File: src/rtl/button_debouncer.sv
// Multi-channel push-button/switch conditioner: two-flop synchronizer, per-channel
// stability counter, registered filtered level plus one-cycle rise/fall pulses.
module button_debouncer #(
  parameter int unsigned      WIDTH           = 1,
  parameter int unsigned      DEBOUNCE_CYCLES = 500000,
  parameter logic [WIDTH-1:0] INIT_VALUE      = {WIDTH{1'b0}}
) (
  input  logic             clock,
  input  logic             reset_n,
  input  logic [WIDTH-1:0] raw_in,
  output logic [WIDTH-1:0] debounced,
  output logic [WIDTH-1:0] rise,
  output logic [WIDTH-1:0] fall
);

  localparam int unsigned     CW         = $clog2(DEBOUNCE_CYCLES + 1);
  localparam logic [CW-1:0]   LAST_COUNT = CW'(DEBOUNCE_CYCLES - 1);
  localparam logic [CW-1:0]   ZERO_COUNT = {CW{1'b0}};
  localparam logic [CW-1:0]   ONE_COUNT  = CW'(1);

  logic [WIDTH-1:0] sync1_r;
  logic [WIDTH-1:0] sync2_r;
  logic [WIDTH-1:0] debounced_r;
  logic [WIDTH-1:0] rise_r;
  logic [WIDTH-1:0] fall_r;
  logic [CW-1:0]    count_r [WIDTH];

  logic [WIDTH-1:0] debounced_s;
  logic [WIDTH-1:0] rise_s;
  logic [WIDTH-1:0] fall_s;
  logic [CW-1:0]    count_s [WIDTH];

  // Synchronizer: only sync2_r is allowed to reach the filter.
  always_ff @(posedge clock or negedge reset_n) begin
    if (!reset_n) begin
      sync1_r <= INIT_VALUE;
      sync2_r <= INIT_VALUE;
    end else begin
      sync1_r <= raw_in;
      sync2_r <= sync1_r;
    end
  end

  // Filter state register: counters, filtered level and edge pulses.
  always_ff @(posedge clock or negedge reset_n) begin
    if (!reset_n) begin
      debounced_r <= INIT_VALUE;
      rise_r      <= {WIDTH{1'b0}};
      fall_r      <= {WIDTH{1'b0}};
      for (int i = 0; i < int'(WIDTH); i++) begin
        count_r[i] <= ZERO_COUNT;
      end
    end else begin
      debounced_r <= debounced_s;
      rise_r      <= rise_s;
      fall_r      <= fall_s;
      for (int i = 0; i < int'(WIDTH); i++) begin
        count_r[i] <= count_s[i];
      end
    end
  end

  // Next-state: any cycle matching the current level restarts the window,
  // so a single bounce sample discards all progress toward a change.
  always_comb begin
    debounced_s = debounced_r;
    rise_s      = {WIDTH{1'b0}};
    fall_s      = {WIDTH{1'b0}};
    for (int i = 0; i < int'(WIDTH); i++) begin
      count_s[i] = ZERO_COUNT;
      if (sync2_r[i] == debounced_r[i]) begin
        count_s[i] = ZERO_COUNT;
      end else if (count_r[i] == LAST_COUNT) begin
        count_s[i]     = ZERO_COUNT;
        debounced_s[i] = sync2_r[i];
        rise_s[i]      = sync2_r[i];
        fall_s[i]      = ~sync2_r[i];
      end else begin
        count_s[i] = count_r[i] + ONE_COUNT;
      end
    end
  end

  assign debounced = debounced_r;
  assign rise      = rise_r;
  assign fall      = fall_r;

endmodule

File: config.mk
export PLATFORM = sky130hd
export DESIGN_NAME = button_debouncer
export DESIGN_NICKNAME = d
export VERILOG_FILES = /design/src/rtl/button_debouncer.sv
export SDC_FILE = /design/constraint.sdc
export NUM_CORES = 1
export LEC_CHECK = 0
export CORE_UTILIZATION = 40
export CTS_BUF_LIST = sky130_fd_sc_hd__clkbuf_8
export DETAILED_ROUTE_END_ITERATION = 8
export SLEW_MARGIN = 25
export SYNTH_ARGS = -nofsm -noshare
export SYNTH_HDL_FRONTEND = slang
export SYNTH_SLANG_ARGS = --single-unit
File: constraint.sdc
create_clock -name clock -period 1.8 [get_ports clock]
set_clock_uncertainty 0.15 [all_clocks]
set_input_delay 0.45 -clock clock [delete_from_list [all_inputs] [get_ports clock]]
set_output_delay 0.45 -clock clock [all_outputs]
set_load 0.05 [all_outputs]
Word-level counts from Yosys, hierarchy flattened --
Cells that the tools add are included.
Storage, ports and cells: bits in registers 24, input port bits 3, output and inout port bits 3
Operators by class: add/subtract/negate cells 1, eq/ne operators 2, mux-type cells 6, bitwise operators 2, reductions and logical operators 1
Operator list (number):
- 2-to-1 mux 19 bit | 2
- adder 19 x 1 -> 19 bit (second input constant) | 1
- equality test 19 bit (second input constant) | 1
- 2-to-1 mux 1 bit | 4
- NOT 1 bit | 2
- AND reduction 2 bit | 1
- equality test 1 bit | 1

Longest topological paths before layout --
Gate-level depths: netlist (run 1).
word-level depth 3, gate-level depth with buffers 6, gate-level depth less buffers 5

Worst setup path before layout (run 1) --
Ideal clock, no wire load.
kind flip-flop to flip-flop, start register count_r[12] (netlist bit), end register count_r[10] (netlist bit), arrival time 1.586 ns, data required time 1.529 ns, path slack -0.058 ns, stages on the path, launching flop included 6, buffers on the path 1, period minus slack after synthesis 1.858 ns, cells stage by stage dfrtp_1 > nor4b_1 > nand2_1 > o31ai_4 > buf_2 > nor2_1
RTL lines:
- start, declared | line 26 | logic [CW-1:0] count_r [WIDTH];
- start signal, assigned by index | line 58 | count_r[i] <= count_s[i];

Worst setup path after layout (run 1) --
start register count_r[1] (netlist bit), end register debounced_r (netlist: debounced)
Between the ends: longest elaborated chain between the ends 2
Ends and longest elaborated chain:
- equality test 19 bit | line 73 | end else if (count_r[i] == LAST_COUNT) begin
- AND reduction 2 bit (no source line)
- end signal, assigned | line 54 | debounced_r <= debounced_s;
- end, declared | line 23 | logic [WIDTH-1:0] debounced_r;
No other way between the ends. A chain may end at the register's enable or synchronous reset.

==> metrics.cfg, run 1 <==
[status]
outcome=finished, violations left
violations=setup timing

[placement]
hpwl_um=1766
gp_congestion=0.8554
port_buffers=5
dpl_cell_area_mm2=0.001415
preCtsSetupSlack_ns=-0.04448

[logic_synthesis]
ys_types=28
async_reset_ff_frac=1.000
syn_area_mm2=0.001151
syn-num-nets=116
yosys_most_used_dff=dfrtp_1
ys_ff_latch=24
syn_avg_cell_area_um2=10.28
seq_area_frac_synth=0.5217
synth_area_leaders=dfrtp_1 (52%), xnor2_1 (9.1%), nor2_1 (5.9%)
postSynthCellCount=112
synth.top_cell.area_share=0.5217
synth_top_area_cell=dfrtp_1
synth_edf_count=0
yosys_warnings=0

[drt]
vias=938
ant_nets=0
drc_errors=0
drt_iter0_markers=15
drt_pre_antenna_iters=4
wl_per_cell_um=13.93
wirelength_um=2452
vias_per_cell=5.330

[die]
dieArea_mm2=0.003096
start_util=0.4211
core_area_mm2=0.002734
fp.dieH_um=55.65
num_rows=19
io_pins=6
die_x_um=55.65

[layout]
fillCellCount=232
syn_to_final_growth_pct=34.57
nets=150
layout_common_cells=dfrtp_1 (24), buf_4 (24), nor2_1 (18), xnor2_1 (12), nand4_1 (9)
drive_gt1_frac=0.3103
fin_area_mm2=0.001549
diodes=0
fin_util=0.5666

[critical_path]
path_buf_inv=0
max_stage_delay_ns=0.38
crit_chain=ha_2 > nand4_1 > nor3_1 > nand4_1 > mux2_2
crit_family=simple AND/OR/NAND/NOR gates
end_kind=flop
worstPathRequired_ns=1.81
startpoint_type=flop
slowest_stage=dfrtp_1
criticalPathCategory=reg -> reg
cpMostUsedCell=nand4_1
cp_max_fo=4
rrSetupSlack_ns=-0.0002
cp_data_arrival_time_ns=1.81

[sta]
fin_ws_ns=-0.0001793
relSlewSlack=0.6900
final-hold-violation-count=0
finalSetupViolations=1
fin_crit_sh=1.000
max_freq_mhz=555.5
fin_crit_ns=1.800
setup_tns_ns=-0.0001793
slew_viol_final=0
worstMarginPinSlew_ns=0.4635
rsz0062_at_grt=yes

[power]
p_clk_frac=0.370
switching_share=0.2110
pwr-share-seq=0.562
p_per_area_mw_per_mm2=634.2
comb_power_share=0.068
power_uw=982.3
vdd_drop_max_v=0.0004273
leakage_uw=0.0006330
p_sw_uw=207.3
p_int_uw=775.1

[run]
drv_cap=0

[clock_network]
clockBufferDepth=2
clk_latency_ns=0.26
cts_hold_buf=0
numCtsBuffers=3
cts-root-buf=clkbuf_8
cts_tree=built
cts_max_level=1
cts_num_sinks=24
path_clk_slew_ns=0.08

[global_routing]
overflow=0
grt_pass1_vias=898
antenna_found_initial=0
grt_pass1_wl_um=4160
grt_use_total=0.1743
grt_max_degree=25

[min_path]
hold_path_class=reg -> reg

==> final timing paths <==
path | cells past startpoint | end | from
worst min-delay path | 0 | sync2_r$_DFF_PN0_ | sync1_r$_DFF_PN0_
min in group asynchronous | 2 | count_r[7]$_DFF_PN0_ | reset_n
max in group asynchronous | 2 | count_r[15]$_DFF_PN0_ | reset_n
worst max-delay path | 5 | debounced$_DFFE_PN0P_ | count_r[1]$_DFF_PN0_
worst max register to register | 5 | debounced$_DFFE_PN0P_ | count_r[1]$_DFF_PN0_
worst min register to register | 0 | sync2_r$_DFF_PN0_ | sync1_r$_DFF_PN0_
==> synth_stat cells (2+ instances only) <==
cell / instances
nand2_1: 7
nor3_1: 6
xor2_1: 4
nor3b_1: 2
nor4_1: 3
xnor2_1: 12
inv_1: 3
nand3_1: 6
dfrtp_1: 24
nand4_1: 9
nor2_1: 18
nor4b_1: 2
==> power groups by stage <==
stage	clock [µW]	sequential [µW]	combinational, µW
floorplan	0	563	23.3
global placement	0	564	52.9
detailed placement	0	564	53.9
CTS	376	552	60.6
global route	391	553	73.1
finish	364	552	66.5
==> what timing repair did <==
action | in CTS | in global routing
pin swaps | 5 | 2
gates resized for setup | 2 | 4
buffers inserted | 4 | 3
endpoints found under the setup margin | 12 | 21
==> through the flow <==
step	hold WS, ns	instances
global placement	0.1932	165
finish	0.2121	176
detailed placement	0.1958	165
global route	0.2218	176
CTS	0.2157	173
floorplan	0.004409	112
==> final cells by class <==
type                    instances  area (µm²)  area share
inverters                       3       11.26    0.007270
repair buffers                 32       294.0      0.1898
well taps                      31       38.79     0.02504
clock buffers                   4       55.05     0.03554
multi-input cells              82       549.3      0.3546
flip-flops and latches         24       600.6      0.3877
==> flip-flops by register name, summed over array words and instances (netlist names) <==
name	count
debounced	1
sync1_r	1
sync2_r	1
rise	1
count_r	19
fall	1
==> cells by family after synthesis <==
family	count (synthesis)	share of synthesized area
compound gates	5	0.04239
flops	24	0.5217
mux	1	0.009782
fa+ha+maj	1	0.01087
xor+xnor	16	0.1217
simple gates	59	0.2717
buf+inv	6	0.02173
==> worst reg2reg max path, delay by kind of cell (launching register included) <==
| kind | cells | cell delay (ns) |
|---|---|---|
| simple gates | 3 | 0.61 |
| flops | 1 | 0.38 |
| mux | 1 | 0.34 |
| fa+ha+maj | 1 | 0.22 |
==> per-layer routing <==
| metal | vias to the layer above | GRT usage | wire length (µm) |
|---|---|---|---|
| met3 | 4 | 0.03721 | 37 |
| met2 | 7 | 0.2754 | 1220 |
| li1 | 462 | - | - |
| met1 | 465 | 0.2321 | 1157 |
| met5 | - | 0 | 0 |
| met4 | 0 | 0.07500 | 38 |
(Power assumes the default switching activity.)
==> run 2: changes to the inputs <==
--- a/config.mk
+++ b/config.mk
@@ -6,9 +6,7 @@
 export NUM_CORES = 1
 export LEC_CHECK = 0
 export CORE_UTILIZATION = 40
-export CTS_BUF_LIST = sky130_fd_sc_hd__clkbuf_8
 export DETAILED_ROUTE_END_ITERATION = 8
-export SLEW_MARGIN = 25
 export SYNTH_ARGS = -nofsm -noshare
 export SYNTH_HDL_FRONTEND = slang
 export SYNTH_SLANG_ARGS = --single-unit
==> metrics.cfg, run 2 (synthesis gave the netlist of run 1 again) <==
[status]
outcome=finished, violations left
violations=setup timing

[drt]
vias=954  ; +1.7%
ant_nets=0  ; unchanged
drt_iter0_markers=20  ; +5
drc_errors=0  ; unchanged
vias_per_cell=5.420  ; +1.7%
wirelength_um=2431  ; -0.86%
wl_per_cell_um=13.81  ; -0.86%
drt_pre_antenna_iters=4  ; unchanged

[clock_network]
cts-root-buf=clkbuf_4
path_clk_slew_ns=0.13  ; +0.05 ns
clockBufferDepth=2  ; unchanged
cts_max_level=1  ; unchanged
numCtsBuffers=3  ; unchanged
cts_tree=built
cts_num_sinks=24  ; unchanged
cts_hold_buf=0  ; unchanged
clk_latency_ns=0.31  ; +0.05 ns

[sta]
setup_tns_ns=-0.0001488  ; +0.00003053 ns
max_freq_mhz=555.5  ; about the same
relSlewSlack=0.7100  ; +0.02003
slew_viol_final=0  ; unchanged
final-hold-violation-count=0  ; unchanged
fin_crit_ns=1.800  ; -0.00003053 ns
fin_crit_sh=1.000  ; about the same
whs_ns=0.2225  ; +0.01049 ns
finalSetupViolations=1  ; unchanged
rsz0062_at_grt=yes
fin_ws_ns=-0.0001488  ; +0.00003053 ns
worstMarginPinSlew_ns=0.4336  ; -0.02995 ns

[run]
drv_cap=0  ; unchanged

[layout]
finalNonFillerCells=176  ; unchanged
layout_common_cells=buf_4 (25), dfrtp_1 (24), nor2_1 (18), xnor2_1 (12), nand4_1 (9)
final_common_cell=buf_4
seqCellArea_um2=600.6  ; unchanged
nets=150  ; unchanged
syn_to_final_growth_pct=33.37
diodes=0  ; unchanged
largest_reg_flops=19  ; unchanged
largest-register=count_r
drive_gt1_frac=0.3103  ; unchanged
fillCellCount=237  ; +2.2%
multi_input_area_um2=558.0  ; +1.6%

[min_path]
hold_depth=0  ; unchanged
whs_endpoint=sync2_r$_DFF_PN0_
hold_start=sync1_r$_DFF_PN0_
hold_path_class=reg -> reg

[die]
core_area_mm2=0.002734  ; unchanged
num_rows=19  ; unchanged
fp.dieH_um=55.65  ; unchanged
dieArea_mm2=0.003096  ; unchanged
io_pins=6  ; unchanged
die_x_um=55.65  ; unchanged
start_util=0.4211  ; unchanged

[global_routing]
grt_use_total=0.1753  ; +0.0009990
grt_pass1_vias=903  ; +0.56%
antenna_found_initial=0  ; unchanged
overflow=0  ; unchanged
grt_max_degree=25  ; unchanged
grt_pass1_wl_um=4188  ; +0.67%

[placement]
dpl.cell_count=165  ; unchanged
hpwl_um=1766  ; unchanged
gp_congestion=0.8554  ; unchanged
port_buffers=5  ; unchanged

[critical_path]
timing.rr.end=debounced$_DFFE_PN0P_
cp_max_fo=4  ; unchanged
cp_data_arrival_time_ns=1.86  ; +0.05 ns
reg2reg_depth=5  ; unchanged
rr_startpoint=count_r[1]$_DFF_PN0_
worstPathRequired_ns=1.86  ; +0.05 ns
startpoint_type=flop
end_kind=flop
rrSetupSlack_ns=-0.0001  ; about the same
criticalPathCategory=reg -> reg

[power]
vdd_drop_max_v=0.0004027  ; -5.8%
leakage_uw=0.0006389  ; +0.93%
power_uw=897.8  ; -8.6%
p_per_area_mw_per_mm2=584.8  ; -7.8%

-- run 2: changes by cell type in the layout (fill, tap and decap cells not counted) --
cell | previous run | this run
nor4_4 | 0 | 1
clkbuf_8 | 4 | 1
nor4_2 | 2 | 1
buf_4 | 24 | 25
clkbuf_4 | 0 | 3
buf_6 | 3 | 2
-- run 2: per-layer routing --
metal	track usage	up-vias	routed length, µm
li1	-	465	-
met1	0.2351	468	1106
met2	0.2754	17	1226
met3	0.03488	4	71
met4	0.07857	0	26
met5	0	-	0
-- run 2: where the power goes --
part           internal, µW  switching (µW)  total [µW]
registers               547            5.65         552
clock network           124             155         279
logic                  33.7            32.9        66.7
-- run 2: per-stage QoR --
stage,cell area (µm²),util,setup slack (ns)
after floorplan,1175,-,-0.05095
after global placement,1415,0.5176,-0.01960
after detailed placement,1415,0.5176,-0.04448
after CTS,1491,0.5455,-0.01523
after global routing,1535,0.5616,-0.09346
final,1535,0.5616,-0.0001488
-- run 2: area by class of cell --
type / count / area share
tap: 31 / 0.02526
timing repair buffer: 32 / 0.1891
sequential: 24 / 0.3912
clock buffer: 4 / 0.02363
multi-input combinational: 82 / 0.3635
inverter: 3 / 0.007335
-- run 2: how the worst max path moves through the flow --
stage | startpoint | depth (start not counted) | endpoint | slack (ns)
CTS | count_r[7]$_DFF_PN0_ | 4 | count_r[17]$_DFF_PN0_ | -0.02
floorplan | count_r[0]$_DFF_PN0_ | 6 | count_r[0]$_DFF_PN0_ | -0.05
global placement | count_r[0]$_DFF_PN0_ | 5 | debounced$_DFFE_PN0P_ | -0.02
finish | count_r[1]$_DFF_PN0_ | 5 | debounced$_DFFE_PN0P_ | -0.0001
detailed placement | count_r[0]$_DFF_PN0_ | 5 | debounced$_DFFE_PN0P_ | -0.04
global route | count_r[1]$_DFF_PN0_ | 5 | debounced$_DFFE_PN0P_ | -0.09
-- run 2: what timing repair did --
action | CTS | global route
hold endpoints to repair | 0 | 0
buffers inserted | 4 | 3
pin swaps | 5 | 7
setup endpoints to repair | 12 | 21
gates resized for setup | 2 | 4
-- run 2: critical path: stages, from the launching register on --
cell and delay (ns):
dfrtp_1 0.40, ha_2 0.22, nand4_1 0.16, nor3_1 0.21, nand4_1 0.23, mux2_2 0.33
